## src/rtl/core_pipe_dispatch_pkg.sv

```systemverilog
// Shared widths, operand-select encodings and op bundle for the dispatch stage.
// The select encodings are shared with the decoder so both sides agree on them.
package core_pipe_dispatch_pkg;

    localparam int XLEN       = 64;
    localparam int XL         = XLEN - 1;
    localparam int REG_ADDR_W = 5;
    localparam int INSTR_W    = 32;

    localparam int ALU_OP_W = 5;
    localparam int LSU_OP_W = 4;
    localparam int MDU_OP_W = 4;
    localparam int CSR_OP_W = 3;
    localparam int CFU_OP_W = 4;

    typedef enum logic [1:0] {
        OPA_SEL_RS1  = 2'd0,
        OPA_SEL_PC   = 2'd1,
        OPA_SEL_ZERO = 2'd2,
        OPA_SEL_RSVD = 2'd3
    } opa_sel_e;

    typedef enum logic {
        OPB_SEL_RS2 = 1'b0,
        OPB_SEL_IMM = 1'b1
    } opb_sel_e;

    typedef enum logic [1:0] {
        OPC_SEL_IMM  = 2'd0,
        OPC_SEL_RS2  = 2'd1,
        OPC_SEL_NPC  = 2'd2,
        OPC_SEL_ZERO = 2'd3
    } opc_sel_e;

    // All-zero means NOP in every field, which is what a bubble presents.
    typedef struct packed {
        logic [ALU_OP_W-1:0] alu;
        logic [LSU_OP_W-1:0] lsu;
        logic [MDU_OP_W-1:0] mdu;
        logic [CSR_OP_W-1:0] csr;
        logic [CFU_OP_W-1:0] cfu;
        logic                op_w;
    } ops_t;

    // x0 is hardwired to zero, so a write to it never forwards.
    function automatic logic fwd_hit(
        input logic                  wen,
        input logic [REG_ADDR_W-1:0] waddr,
        input logic [REG_ADDR_W-1:0] raddr
    );
        return wen && (waddr != '0) && (waddr == raddr);
    endfunction

endpackage

```

## src/rtl/core_pipe_dispatch_if.sv

```systemverilog
// Decoder / GPR file / execute signal bundle seen by the dispatch stage.
// master = surrounding pipeline, slave = dispatch stage.
interface core_pipe_dispatch_if;
    import core_pipe_dispatch_pkg::*;

    logic                  s1_valid;
    logic                  s1_ready;
    logic [XLEN-1:0]       s1_pc;
    logic [XLEN-1:0]       s1_npc;
    logic [INSTR_W-1:0]    s1_instr;
    logic [REG_ADDR_W-1:0] s1_rs1_a;
    logic [REG_ADDR_W-1:0] s1_rs2_a;
    logic [REG_ADDR_W-1:0] s1_rd;
    logic [XLEN-1:0]       s1_imm;
    logic [1:0]            s1_opa_sel;
    logic                  s1_opb_sel;
    logic [1:0]            s1_opc_sel;
    logic [ALU_OP_W-1:0]   s1_alu_op;
    logic [LSU_OP_W-1:0]   s1_lsu_op;
    logic [MDU_OP_W-1:0]   s1_mdu_op;
    logic [CSR_OP_W-1:0]   s1_csr_op;
    logic [CFU_OP_W-1:0]   s1_cfu_op;
    logic                  s1_op_w;

    logic [REG_ADDR_W-1:0] rf_rs1_a;
    logic [REG_ADDR_W-1:0] rf_rs2_a;
    logic [XLEN-1:0]       rf_rs1_d;
    logic [XLEN-1:0]       rf_rs2_d;

    logic                  s2_rd_wen;
    logic [REG_ADDR_W-1:0] s2_rd_addr;
    logic [XLEN-1:0]       s2_rd_wdata;
    logic                  s2_cf_valid;
    logic                  s2_cf_ack;

    logic                  s2_valid;
    logic                  s2_ready;
    logic [XLEN-1:0]       s2_pc;
    logic [XLEN-1:0]       s2_npc;
    logic [XLEN-1:0]       s2_opr_a;
    logic [XLEN-1:0]       s2_opr_b;
    logic [XLEN-1:0]       s2_opr_c;
    logic [REG_ADDR_W-1:0] s2_rd;
    logic [REG_ADDR_W-1:0] s2_rs1_a;
    logic [REG_ADDR_W-1:0] s2_rs2_a;
    logic [XLEN-1:0]       s2_rs1_d;
    logic [XLEN-1:0]       s2_rs2_d;
    logic [ALU_OP_W-1:0]   s2_alu_op;
    logic [LSU_OP_W-1:0]   s2_lsu_op;
    logic [MDU_OP_W-1:0]   s2_mdu_op;
    logic [CSR_OP_W-1:0]   s2_csr_op;
    logic [CFU_OP_W-1:0]   s2_cfu_op;
    logic                  s2_op_w;
    logic [INSTR_W-1:0]    s2_instr;

    modport master (
        output s1_valid, s1_pc, s1_npc, s1_instr, s1_rs1_a, s1_rs2_a, s1_rd, s1_imm,
               s1_opa_sel, s1_opb_sel, s1_opc_sel,
               s1_alu_op, s1_lsu_op, s1_mdu_op, s1_csr_op, s1_cfu_op, s1_op_w,
               rf_rs1_d, rf_rs2_d,
               s2_rd_wen, s2_rd_addr, s2_rd_wdata, s2_cf_valid, s2_cf_ack, s2_ready,
        input  s1_ready, rf_rs1_a, rf_rs2_a,
               s2_valid, s2_pc, s2_npc, s2_opr_a, s2_opr_b, s2_opr_c,
               s2_rd, s2_rs1_a, s2_rs2_a, s2_rs1_d, s2_rs2_d,
               s2_alu_op, s2_lsu_op, s2_mdu_op, s2_csr_op, s2_cfu_op, s2_op_w, s2_instr
    );

    modport slave (
        input  s1_valid, s1_pc, s1_npc, s1_instr, s1_rs1_a, s1_rs2_a, s1_rd, s1_imm,
               s1_opa_sel, s1_opb_sel, s1_opc_sel,
               s1_alu_op, s1_lsu_op, s1_mdu_op, s1_csr_op, s1_cfu_op, s1_op_w,
               rf_rs1_d, rf_rs2_d,
               s2_rd_wen, s2_rd_addr, s2_rd_wdata, s2_cf_valid, s2_cf_ack, s2_ready,
        output s1_ready, rf_rs1_a, rf_rs2_a,
               s2_valid, s2_pc, s2_npc, s2_opr_a, s2_opr_b, s2_opr_c,
               s2_rd, s2_rs1_a, s2_rs2_a, s2_rs1_d, s2_rs2_d,
               s2_alu_op, s2_lsu_op, s2_mdu_op, s2_csr_op, s2_cfu_op, s2_op_w, s2_instr
    );

endinterface

```

## src/rtl/core_pipe_dispatch_fwd.sv

```systemverilog
// Source-operand value for one GPR read port: execute writeback bypass over the
// register file read data.
module core_pipe_dispatch_fwd
    import core_pipe_dispatch_pkg::*;
(
    input  logic [REG_ADDR_W-1:0] i_rs_a,
    input  logic [XLEN-1:0]       i_rf_d,
    input  logic                  i_wb_wen,
    input  logic [REG_ADDR_W-1:0] i_wb_addr,
    input  logic [XLEN-1:0]       i_wb_wdata,
    output logic [XLEN-1:0]       o_rs_val
);

    logic w_hit;

    assign w_hit    = fwd_hit(i_wb_wen, i_wb_addr, i_rs_a);
    assign o_rs_val = w_hit ? i_wb_wdata : i_rf_d;

endmodule

```

## src/rtl/core_pipe_dispatch.sv

```systemverilog
// Decode-to-execute pipeline register: GPR read, writeback forwarding, operand
// muxing, and wrong-path squash on an acknowledged execute control-flow change.
module core_pipe_dispatch
    import core_pipe_dispatch_pkg::*;
(
    input  logic               g_clk,
    input  logic               g_resetn,
    core_pipe_dispatch_if.slave bus
);

    logic                  r_s2_valid;
    logic [XLEN-1:0]       r_pc;
    logic [XLEN-1:0]       r_npc;
    logic [XLEN-1:0]       r_opr_a;
    logic [XLEN-1:0]       r_opr_b;
    logic [XLEN-1:0]       r_opr_c;
    logic [REG_ADDR_W-1:0] r_rd;
    logic [REG_ADDR_W-1:0] r_rs1_a;
    logic [REG_ADDR_W-1:0] r_rs2_a;
    logic [XLEN-1:0]       r_rs1_d;
    logic [XLEN-1:0]       r_rs2_d;
    logic [INSTR_W-1:0]    r_instr;
    ops_t                  r_ops;

    logic                  w_flush;
    logic                  w_s1_ready;
    logic                  w_accept;
    logic                  w_valid_next;
    ops_t                  w_s1_ops;
    logic [XLEN-1:0]       w_opr_a;
    logic [XLEN-1:0]       w_opr_b;
    logic [XLEN-1:0]       w_opr_c;

    logic [REG_ADDR_W-1:0] w_rs_a   [2];
    logic [XLEN-1:0]       w_rf_d   [2];
    logic [XLEN-1:0]       w_rs_val [2];

    // A flush kills both the instruction in s2 and whatever s1 offers this cycle.
    assign w_flush    = bus.s2_cf_valid && bus.s2_cf_ack;
    assign w_s1_ready = !r_s2_valid || bus.s2_ready || w_flush;
    assign w_accept   = bus.s1_valid && w_s1_ready && !w_flush;

    always_comb begin
        w_valid_next = 1'b0;
        if (w_flush) begin
            w_valid_next = 1'b0;
        end else if (w_accept) begin
            w_valid_next = 1'b1;
        end else if (r_s2_valid && !bus.s2_ready) begin
            w_valid_next = 1'b1;
        end
    end

    assign w_rs_a[0] = bus.s1_rs1_a;
    assign w_rs_a[1] = bus.s1_rs2_a;
    assign w_rf_d[0] = bus.rf_rs1_d;
    assign w_rf_d[1] = bus.rf_rs2_d;

    generate
        for (genvar gi = 0; gi < 2; gi++) begin : g_src
            core_pipe_dispatch_fwd u_fwd (
                .i_rs_a     (w_rs_a[gi]),
                .i_rf_d     (w_rf_d[gi]),
                .i_wb_wen   (bus.s2_rd_wen),
                .i_wb_addr  (bus.s2_rd_addr),
                .i_wb_wdata (bus.s2_rd_wdata),
                .o_rs_val   (w_rs_val[gi])
            );
        end
    endgenerate

    always_comb begin
        w_opr_a = '0;
        w_opr_b = '0;
        w_opr_c = '0;
        case (bus.s1_opa_sel)
            OPA_SEL_RS1: w_opr_a = w_rs_val[0];
            OPA_SEL_PC:  w_opr_a = bus.s1_pc;
            default:     w_opr_a = '0;
        endcase
        case (bus.s1_opb_sel)
            OPB_SEL_IMM: w_opr_b = bus.s1_imm;
            default:     w_opr_b = w_rs_val[1];
        endcase
        case (bus.s1_opc_sel)
            OPC_SEL_IMM: w_opr_c = bus.s1_imm;
            OPC_SEL_RS2: w_opr_c = w_rs_val[1];
            OPC_SEL_NPC: w_opr_c = bus.s1_npc;
            default:     w_opr_c = '0;
        endcase
    end

    assign w_s1_ops = '{
        alu:  bus.s1_alu_op,
        lsu:  bus.s1_lsu_op,
        mdu:  bus.s1_mdu_op,
        csr:  bus.s1_csr_op,
        cfu:  bus.s1_cfu_op,
        op_w: bus.s1_op_w
    };

    always_ff @(posedge g_clk) begin
        if (!g_resetn) begin
            r_s2_valid <= 1'b0;
            r_pc       <= '0;
            r_npc      <= '0;
            r_opr_a    <= '0;
            r_opr_b    <= '0;
            r_opr_c    <= '0;
            r_rd       <= '0;
            r_rs1_a    <= '0;
            r_rs2_a    <= '0;
            r_rs1_d    <= '0;
            r_rs2_d    <= '0;
            r_instr    <= '0;
            r_ops      <= '0;
        end else begin
            r_s2_valid <= w_valid_next;
            if (w_accept) begin
                r_pc    <= bus.s1_pc;
                r_npc   <= bus.s1_npc;
                r_opr_a <= w_opr_a;
                r_opr_b <= w_opr_b;
                r_opr_c <= w_opr_c;
                r_rd    <= bus.s1_rd;
                r_rs1_a <= bus.s1_rs1_a;
                r_rs2_a <= bus.s1_rs2_a;
                r_rs1_d <= w_rs_val[0];
                r_rs2_d <= w_rs_val[1];
                r_instr <= bus.s1_instr;
            end
            // Execute decodes ops without looking at valid, so bubbles carry NOPs.
            if (!w_valid_next) begin
                r_ops <= '0;
            end else if (w_accept) begin
                r_ops <= w_s1_ops;
            end
        end
    end

    assign bus.s1_ready  = w_s1_ready;
    assign bus.rf_rs1_a  = bus.s1_rs1_a;
    assign bus.rf_rs2_a  = bus.s1_rs2_a;
    assign bus.s2_valid  = r_s2_valid;
    assign bus.s2_pc     = r_pc;
    assign bus.s2_npc    = r_npc;
    assign bus.s2_opr_a  = r_opr_a;
    assign bus.s2_opr_b  = r_opr_b;
    assign bus.s2_opr_c  = r_opr_c;
    assign bus.s2_rd     = r_rd;
    assign bus.s2_rs1_a  = r_rs1_a;
    assign bus.s2_rs2_a  = r_rs2_a;
    assign bus.s2_rs1_d  = r_rs1_d;
    assign bus.s2_rs2_d  = r_rs2_d;
    assign bus.s2_instr  = r_instr;
    assign bus.s2_alu_op = r_ops.alu;
    assign bus.s2_lsu_op = r_ops.lsu;
    assign bus.s2_mdu_op = r_ops.mdu;
    assign bus.s2_csr_op = r_ops.csr;
    assign bus.s2_cfu_op = r_ops.cfu;
    assign bus.s2_op_w   = r_ops.op_w;

endmodule

```

## src/flat_wrapper.sv

```systemverilog
// flat-port wrapper written by rule: the top's interface ports become plain ports
module core_pipe_dispatch_flat import core_pipe_dispatch_pkg::*;
  (g_clk, g_resetn, bus_s1_valid, bus_s1_pc, bus_s1_npc, bus_s1_instr, bus_s1_rs1_a, bus_s1_rs2_a, bus_s1_rd, bus_s1_imm, bus_s1_opa_sel, bus_s1_opb_sel, bus_s1_opc_sel, bus_s1_alu_op, bus_s1_lsu_op, bus_s1_mdu_op, bus_s1_csr_op, bus_s1_cfu_op, bus_s1_op_w, bus_rf_rs1_d, bus_rf_rs2_d, bus_s2_rd_wen, bus_s2_rd_addr, bus_s2_rd_wdata, bus_s2_cf_valid, bus_s2_cf_ack, bus_s2_ready, bus_s1_ready, bus_rf_rs1_a, bus_rf_rs2_a, bus_s2_valid, bus_s2_pc, bus_s2_npc, bus_s2_opr_a, bus_s2_opr_b, bus_s2_opr_c, bus_s2_rd, bus_s2_rs1_a, bus_s2_rs2_a, bus_s2_rs1_d, bus_s2_rs2_d, bus_s2_alu_op, bus_s2_lsu_op, bus_s2_mdu_op, bus_s2_csr_op, bus_s2_cfu_op, bus_s2_op_w, bus_s2_instr);
  core_pipe_dispatch_if bus_i ();
  input  logic g_clk;
  input  logic g_resetn;
  input wire logic [$bits(bus_i.s1_valid)-1:0] bus_s1_valid;
  input wire logic [$bits(bus_i.s1_pc)-1:0] bus_s1_pc;
  input wire logic [$bits(bus_i.s1_npc)-1:0] bus_s1_npc;
  input wire logic [$bits(bus_i.s1_instr)-1:0] bus_s1_instr;
  input wire logic [$bits(bus_i.s1_rs1_a)-1:0] bus_s1_rs1_a;
  input wire logic [$bits(bus_i.s1_rs2_a)-1:0] bus_s1_rs2_a;
  input wire logic [$bits(bus_i.s1_rd)-1:0] bus_s1_rd;
  input wire logic [$bits(bus_i.s1_imm)-1:0] bus_s1_imm;
  input wire logic [$bits(bus_i.s1_opa_sel)-1:0] bus_s1_opa_sel;
  input wire logic [$bits(bus_i.s1_opb_sel)-1:0] bus_s1_opb_sel;
  input wire logic [$bits(bus_i.s1_opc_sel)-1:0] bus_s1_opc_sel;
  input wire logic [$bits(bus_i.s1_alu_op)-1:0] bus_s1_alu_op;
  input wire logic [$bits(bus_i.s1_lsu_op)-1:0] bus_s1_lsu_op;
  input wire logic [$bits(bus_i.s1_mdu_op)-1:0] bus_s1_mdu_op;
  input wire logic [$bits(bus_i.s1_csr_op)-1:0] bus_s1_csr_op;
  input wire logic [$bits(bus_i.s1_cfu_op)-1:0] bus_s1_cfu_op;
  input wire logic [$bits(bus_i.s1_op_w)-1:0] bus_s1_op_w;
  input wire logic [$bits(bus_i.rf_rs1_d)-1:0] bus_rf_rs1_d;
  input wire logic [$bits(bus_i.rf_rs2_d)-1:0] bus_rf_rs2_d;
  input wire logic [$bits(bus_i.s2_rd_wen)-1:0] bus_s2_rd_wen;
  input wire logic [$bits(bus_i.s2_rd_addr)-1:0] bus_s2_rd_addr;
  input wire logic [$bits(bus_i.s2_rd_wdata)-1:0] bus_s2_rd_wdata;
  input wire logic [$bits(bus_i.s2_cf_valid)-1:0] bus_s2_cf_valid;
  input wire logic [$bits(bus_i.s2_cf_ack)-1:0] bus_s2_cf_ack;
  input wire logic [$bits(bus_i.s2_ready)-1:0] bus_s2_ready;
  output wire logic [$bits(bus_i.s1_ready)-1:0] bus_s1_ready;
  output wire logic [$bits(bus_i.rf_rs1_a)-1:0] bus_rf_rs1_a;
  output wire logic [$bits(bus_i.rf_rs2_a)-1:0] bus_rf_rs2_a;
  output wire logic [$bits(bus_i.s2_valid)-1:0] bus_s2_valid;
  output wire logic [$bits(bus_i.s2_pc)-1:0] bus_s2_pc;
  output wire logic [$bits(bus_i.s2_npc)-1:0] bus_s2_npc;
  output wire logic [$bits(bus_i.s2_opr_a)-1:0] bus_s2_opr_a;
  output wire logic [$bits(bus_i.s2_opr_b)-1:0] bus_s2_opr_b;
  output wire logic [$bits(bus_i.s2_opr_c)-1:0] bus_s2_opr_c;
  output wire logic [$bits(bus_i.s2_rd)-1:0] bus_s2_rd;
  output wire logic [$bits(bus_i.s2_rs1_a)-1:0] bus_s2_rs1_a;
  output wire logic [$bits(bus_i.s2_rs2_a)-1:0] bus_s2_rs2_a;
  output wire logic [$bits(bus_i.s2_rs1_d)-1:0] bus_s2_rs1_d;
  output wire logic [$bits(bus_i.s2_rs2_d)-1:0] bus_s2_rs2_d;
  output wire logic [$bits(bus_i.s2_alu_op)-1:0] bus_s2_alu_op;
  output wire logic [$bits(bus_i.s2_lsu_op)-1:0] bus_s2_lsu_op;
  output wire logic [$bits(bus_i.s2_mdu_op)-1:0] bus_s2_mdu_op;
  output wire logic [$bits(bus_i.s2_csr_op)-1:0] bus_s2_csr_op;
  output wire logic [$bits(bus_i.s2_cfu_op)-1:0] bus_s2_cfu_op;
  output wire logic [$bits(bus_i.s2_op_w)-1:0] bus_s2_op_w;
  output wire logic [$bits(bus_i.s2_instr)-1:0] bus_s2_instr;
  assign bus_i.s1_valid = bus_s1_valid;
  assign bus_i.s1_pc = bus_s1_pc;
  assign bus_i.s1_npc = bus_s1_npc;
  assign bus_i.s1_instr = bus_s1_instr;
  assign bus_i.s1_rs1_a = bus_s1_rs1_a;
  assign bus_i.s1_rs2_a = bus_s1_rs2_a;
  assign bus_i.s1_rd = bus_s1_rd;
  assign bus_i.s1_imm = bus_s1_imm;
  assign bus_i.s1_opa_sel = bus_s1_opa_sel;
  assign bus_i.s1_opb_sel = bus_s1_opb_sel;
  assign bus_i.s1_opc_sel = bus_s1_opc_sel;
  assign bus_i.s1_alu_op = bus_s1_alu_op;
  assign bus_i.s1_lsu_op = bus_s1_lsu_op;
  assign bus_i.s1_mdu_op = bus_s1_mdu_op;
  assign bus_i.s1_csr_op = bus_s1_csr_op;
  assign bus_i.s1_cfu_op = bus_s1_cfu_op;
  assign bus_i.s1_op_w = bus_s1_op_w;
  assign bus_i.rf_rs1_d = bus_rf_rs1_d;
  assign bus_i.rf_rs2_d = bus_rf_rs2_d;
  assign bus_i.s2_rd_wen = bus_s2_rd_wen;
  assign bus_i.s2_rd_addr = bus_s2_rd_addr;
  assign bus_i.s2_rd_wdata = bus_s2_rd_wdata;
  assign bus_i.s2_cf_valid = bus_s2_cf_valid;
  assign bus_i.s2_cf_ack = bus_s2_cf_ack;
  assign bus_i.s2_ready = bus_s2_ready;
  assign bus_s1_ready = bus_i.s1_ready;
  assign bus_rf_rs1_a = bus_i.rf_rs1_a;
  assign bus_rf_rs2_a = bus_i.rf_rs2_a;
  assign bus_s2_valid = bus_i.s2_valid;
  assign bus_s2_pc = bus_i.s2_pc;
  assign bus_s2_npc = bus_i.s2_npc;
  assign bus_s2_opr_a = bus_i.s2_opr_a;
  assign bus_s2_opr_b = bus_i.s2_opr_b;
  assign bus_s2_opr_c = bus_i.s2_opr_c;
  assign bus_s2_rd = bus_i.s2_rd;
  assign bus_s2_rs1_a = bus_i.s2_rs1_a;
  assign bus_s2_rs2_a = bus_i.s2_rs2_a;
  assign bus_s2_rs1_d = bus_i.s2_rs1_d;
  assign bus_s2_rs2_d = bus_i.s2_rs2_d;
  assign bus_s2_alu_op = bus_i.s2_alu_op;
  assign bus_s2_lsu_op = bus_i.s2_lsu_op;
  assign bus_s2_mdu_op = bus_i.s2_mdu_op;
  assign bus_s2_csr_op = bus_i.s2_csr_op;
  assign bus_s2_cfu_op = bus_i.s2_cfu_op;
  assign bus_s2_op_w = bus_i.s2_op_w;
  assign bus_s2_instr = bus_i.s2_instr;
  core_pipe_dispatch u_core (.g_clk(g_clk), .g_resetn(g_resetn), .bus(bus_i));
endmodule
```

## config.mk

```make
export PLATFORM = sky130hd
export DESIGN_NAME = core_pipe_dispatch_flat
export DESIGN_NICKNAME = d
export VERILOG_FILES = /design/src/rtl/core_pipe_dispatch_pkg.sv /design/src/rtl/core_pipe_dispatch_if.sv /design/src/rtl/core_pipe_dispatch_fwd.sv /design/src/rtl/core_pipe_dispatch.sv /design/src/flat_wrapper.sv
export SDC_FILE = /design/constraint.sdc
export NUM_CORES = 1
export LEC_CHECK = 0
export ABC_CLOCK_PERIOD_IN_PS = 2210
export CORE_AREA = 2 2 384 386
export DETAILED_ROUTE_END_ITERATION = 6
export DIE_AREA = 0 0 386 388
export GPL_TIMING_DRIVEN = 1
export PLACE_DENSITY = 0.45
export REMOVE_ABC_BUFFERS = 1
export SYNTH_ARGS = -nofsm -noshare
export SYNTH_HDL_FRONTEND = slang
export SYNTH_SLANG_ARGS = --single-unit
```

## constraint.sdc

```tcl
create_clock -name g_clk -period 2.21 [get_ports g_clk]
set_input_delay 0.442 -clock g_clk [delete_from_list [all_inputs] [get_ports g_clk]]
set_output_delay 0.442 -clock g_clk [all_outputs]
set_load 0.005 [all_outputs]
```

Word level (Yosys, flattened, before mapping)
Cells that the tools add are included.
W data, S select, Z words.
- $add $sub $neg: 0
- $mul: 0
- divide/modulo/power cells: 0
- order comparisons: 0
- equal/unequal tests: 5
- shift operators: 0
- mux-type cells: 8
- bitwise logic cells: 0
- reduce and logical (&&, ||, !) cells: 16
- operator list (operator ; count):
    $mux W64 ; 3
    $pmux W64 S3 ; 1
    $pmux W64 S2 ; 1
    $eq A5 B5 Y1 ; 2
    $logic_and A1 B1 Y1 ; 7
    $reduce_bool A5 Y1 ; 1
    $eq A2 B1 Y1 const B ; 2
    $logic_not A2 Y1 ; 2
    $logic_not A1 Y1 ; 3
    $mux W1 ; 3
    $eq A2 B2 Y1 const B ; 1
    $logic_or A1 B1 Y1 ; 2
    $reduce_and A2 Y1 ; 1
- bits in registers: 517
- latch bits: 0
- memory bits (writable): 0
- memory bits (read-only): 0
- input bits: 469
- output and inout port bits: 528
- logic and storage cells: 47
- memories: 0

Logic depth before layout (Yosys ltp)
- depth after elaboration: 8
- mapped depth: 8
- mapped depth without buffers: 5

Cells and area by module
A second synthesis with hierarchy kept.
- cells, all modules: 2650
- area total of the unflattened synthesis: 23339.9 um2
- modules (own cells, without submodules) (module ; times used ; cells each ; area an instance (um2) ; seq. area each (um2)):
    core_pipe_dispatch ; 1 ; 2490 ; 21558.2 ; 10349.9
    core_pipe_dispatch_fwd ; 2 ; 80 ; 890.9 ; 0.0

Least setup slack after synthesis
No wires, ideal clock.
- path kind: input to register
- from: in bus_s2_rd_addr[4]
- to: reg u_core.r_opr_b[35] (netlist: u_core.bus.s2_opr_b[35])
- setup time: 144 ps
- data arrival time: 1915 ps
- data required time: 2066 ps
- setup slack: 151 ps
- cell stages on the path: 7
- buffers on the path: 2
- cell sequence: or4_1 o21a_1 and4_4 buf_12 buf_12 mux2i_2 o221ai_2
- cells in the longest elaborated chain, start to end: 5
- elaborated cells between the ends (all ways): 6
- classes of those cells: 1 x eq/ne; 2 x mux; 3 x reduce/logical
- ends and longest elaborated chain (element ; line ; source):
    start, declared ; flat_wrapper.sv:27 ; input wire logic [$bits(bus_i.s2_rd_addr)-1:0] bus_s2_rd_addr;
    $reduce_bool A5 Y1 ; core_pipe_dispatch_pkg.sv:51 ; return wen && (waddr != '0) && (waddr == raddr);
    $logic_and A1 B1 Y1 ; core_pipe_dispatch_pkg.sv:51 ;
    $logic_and A1 B1 Y1 * ; core_pipe_dispatch_pkg.sv:51 ;
    $mux W64 * ; core_pipe_dispatch_fwd.sv:17 ; assign o_rs_val = w_hit ? i_wb_wdata : i_rf_d;
    $mux W64 * ; core_pipe_dispatch.sv:81 ; case (bus.s1_opb_sel)
    end signal, assigned ; core_pipe_dispatch.sv:123 ; r_opr_b <= w_opr_b;
    end, declared ; core_pipe_dispatch.sv:15 ; logic [XLEN-1:0] r_opr_b;
Every way passes the cells marked *; elsewhere a longest branch is shown, timed or not.
A chain may end at the register's enable or synchronous reset.

Final worst setup path
- from: in bus_s1_rs2_a[0]
- to: out bus_rf_rs2_a[0]
- RTL lines (element ; line ; source):
    start, declared ; flat_wrapper.sv:12 ; input wire logic [$bits(bus_i.s1_rs2_a)-1:0] bus_s1_rs2_a;
    end, declared ; flat_wrapper.sv:34 ; output wire logic [$bits(bus_i.rf_rs2_a)-1:0] bus_rf_rs2_a;
No word-level cell between the ends.

==> impl_metrics.ini <==
[timing]
setup_ws_ns = 0.0320
rsz0062_at_grt = false
fmax_mhz = 459
tightest_slew_ns = 0.937
finClkSkew_ns = 0.0294
hold-worst-slack_ns = 0.262
min_period_ns = 2.18
timing.final.crit_share_pct = 98.5
setup_viol = 0
finalMaxSlewViolations = 0
tns_ns = 0
finalHoldViolations = 0
slew_headroom_pct = 37.5

[die]
initial_core_util_pct = 15.7
die_y_um = 388
die_width_um = 386
core-area_sq_um = 145000
dieArea_sq_um = 150000
row_count = 140
io_pins = 997

[logic_synthesis]
synth.most_common_cell = dfxtp_1
synth-adder-area-share_pct = 0
seq_area_frac_synth_pct = 45.5
synth_top_area_share_pct = 45.5
synthTopCellsByCount = dfxtp_1 (517), a21oi_1 (502), nand2_1 (394)
yosysWarningCount = 0
synthMuxAreaShare_pct = 11.3
synthesis.area_sq_um = 22800
synth_top_family_by_area = compound AO/OA/AOI/OAI gates
synth_xor_area_share_pct = 0.385
synth.avg_cell_area_sq_um = 8.67
synth_compound_area_share_pct = 23.6
synth_top_area_cell = dfxtp_1
synth_cells = 2626
ys_async_sr_fraction_pct = 0
yosys-top-cells-area = dfxtp_1 (45%), a21oi_1 (11%), nand2_1 (6.5%), mux2i_1 (5.8%), mux2i_4 (4.8%)
synth_edf_count = 0
synth_seq_cells = 517
synth-simple-area-share_pct = 13.6
synth.distinct_cells = 35
yosys_most_used_dff = dfxtp_1

[placed_design]
gp_congestion = 0.850
dp.cells = 5480
placed_area_sq_um = 36200
dpl_worst_slack_ns = -0.674
port-buffer-count = 996
dp_hpwl_um = 109000

[power]
clockPowerShare_pct = 42.6
pwr-share-comb_pct = 20.0
leakagePower_nw = 14.4
p_int_mw = 19.7
seq_power_share_pct = 37.4
power.density_nw_per_um2 = 715
netSwitchingFraction_pct = 28.5
total_power_mw = 27.6
switching_power_mw = 7.85
ir_drop_mv = 0.420

[hold_path]
hp-start = bus_s1_opc_sel[0]
hold_class = in -> reg

[global_routing]
grt_pass1_vias = 24035
overflow = 0
antenna_found_initial = 29
grt_pass1_wl_um = 192000
grt_max_degree = 106
grt.total_usage_pct = 17.9

[layout]
drive_gt1_share_pct = 12.2
layout.nets = 4105
final_util_pct = 26.5
post-route-cell-area_sq_um = 38500
area_growth_pct = 69.2
fin_cells = 5608
nFillCells = 15620

[cts]
ctsHtreeMaxLevel = 3
cts_made_buffers = 71
clkLatencyLatePin_ns = 0.66
cts_tree = built
clkTransAtPathRegs_ns = 0.06
root_buffer = clkbuf_16
postCtsHoldBufs = 0
cts_buffer_depth = 3
cts.sinks = 517

[route]
wirelength_um = 139000
vias = 24229
drt_first_pass_iters = 5
vias_per_cell = 4.32
first_iter_violations = 1348
ant_nets = 0
drc = 0
drt-wirelength-per-cell_um = 24.8

[critical_path]
cp.required_ns = 1.77
cp-startpoint = bus_s1_rs2_a[0]
start_kind = primary input
crit_fanout = 2
cp.arrival_ns = 1.74
worst-setup-path-type = in -> out
end_kind = primary output
timing.rr.start = u_core.bus.s2_valid$_SDFF_PN0_

[status]
status = complete, no violations

[flow_run]
drv_cap = 0
[state kept, by name (all words and copies together), names as in the netlist, 32 cells and up]
register and flops:
u_core.bus.s2_instr 32, u_core.bus.s2_npc 64, u_core.bus.s2_opr_a 64, u_core.bus.s2_opr_b 64, u_core.bus.s2_opr_c 64, u_core.bus.s2_pc 64, u_core.bus.s2_rs1_d 64, u_core.bus.s2_rs2_d 64
[power groups by stage]
stage | registers, mW | logic (mW) | clock network, mW
2_1_floorplan | 10.5 | 1.85 | 0
3_3_place_gp | 10.5 | 5.59 | 0
3_5_place_dp | 10.5 | 5.59 | 0
4_1_cts | 10.3 | 5.60 | 12.1
5_1_grt | 10.4 | 5.89 | 12.4
6_report | 10.3 | 5.50 | 11.7
[layout by cell type, fill, tap and decap left out, drive strengths merged]
master           n
a21oi          502
a31oi            1
and2            25
and3            40
and4             1
buf            208
bufinv           5
clkbuf          99
clkdlybuf4s50  957
clkinv          15
dfxtp          517
diode            6
dlygate4sd2     33
dlymetal6s2s     2
inv             30
mux2i          192
nand2          394
nand2b           1
nand3          129
nand4            1
nand4b           1
nor2           128
nor2b            3
nor3             2
o211ai           1
o21a             1
o21ai          217
o221ai         128
o22ai           39
or3              2
or4              1
xnor2            4
xor2             6
[final cells by class]
cell class                 instances  area, sq um  area share, %
timing repair buffer            1200        12200           31.6
clock buffer                      99         2030           5.27
clock inverter                    23          278          0.721
tap                             1917         2400           6.23
multi-input combinational       1819        11200           29.0
inverter                          27          109          0.283
sequential                       517        10400           26.9
antenna                            6         15.0         0.0390
[final timing paths]
kind | end | slack (ns) | depth (start not counted)
hold reg to reg | u_core.bus.s2_lsu_op[3]$_SDFFE_PN0P_ | 0.45 | 2
hold / removal | u_core.bus.s2_opr_c[10]$_SDFFE_PN0P_ | 0.26 | 4
setup / recovery | bus_rf_rs2_a[0] | 0.03 | 3
setup reg to reg | u_core.bus.s2_opr_c[9]$_SDFFE_PN0P_ | 0.22 | 7
[kinds of logic after synthesis]
| logic type | Yosys count |
|---|---|
| and+or+nand+nor | 728 |
| xor gates and xnor gates | 10 |
| muxes | 192 |
| AOI/OAI and AO/OA | 889 |
| buffers and inverters | 290 |
| DFF | 517 |
[critical path, cell delays in order]
cell and delay, ns:
clkdlybuf4s50_1 0.58, buf_4 0.16, clkdlybuf4s50_1 0.54
[what timing repair did]
action	in CTS	in global routing
resized for setup	37	2
buffers inserted	0	0
endpoints found under the hold margin	0	0
setup endpoints to repair	35	2
cloned	0	0
[layer usage]
layer | routed length (um) | vias up | track usage [%] | share of wire, %
met5 | 185 | - | 0 | 0.13
met4 | 3040 | 26 | 4.41 | 2.2
met3 | 9490 | 166 | 4.80 | 6.8
met2 | 68600 | 861 | 30.8 | 49
met1 | 57600 | 11822 | 21.9 | 41
li1 | - | 11354 | - | -
No activity file was read; power rests on OpenSTA's default activity.
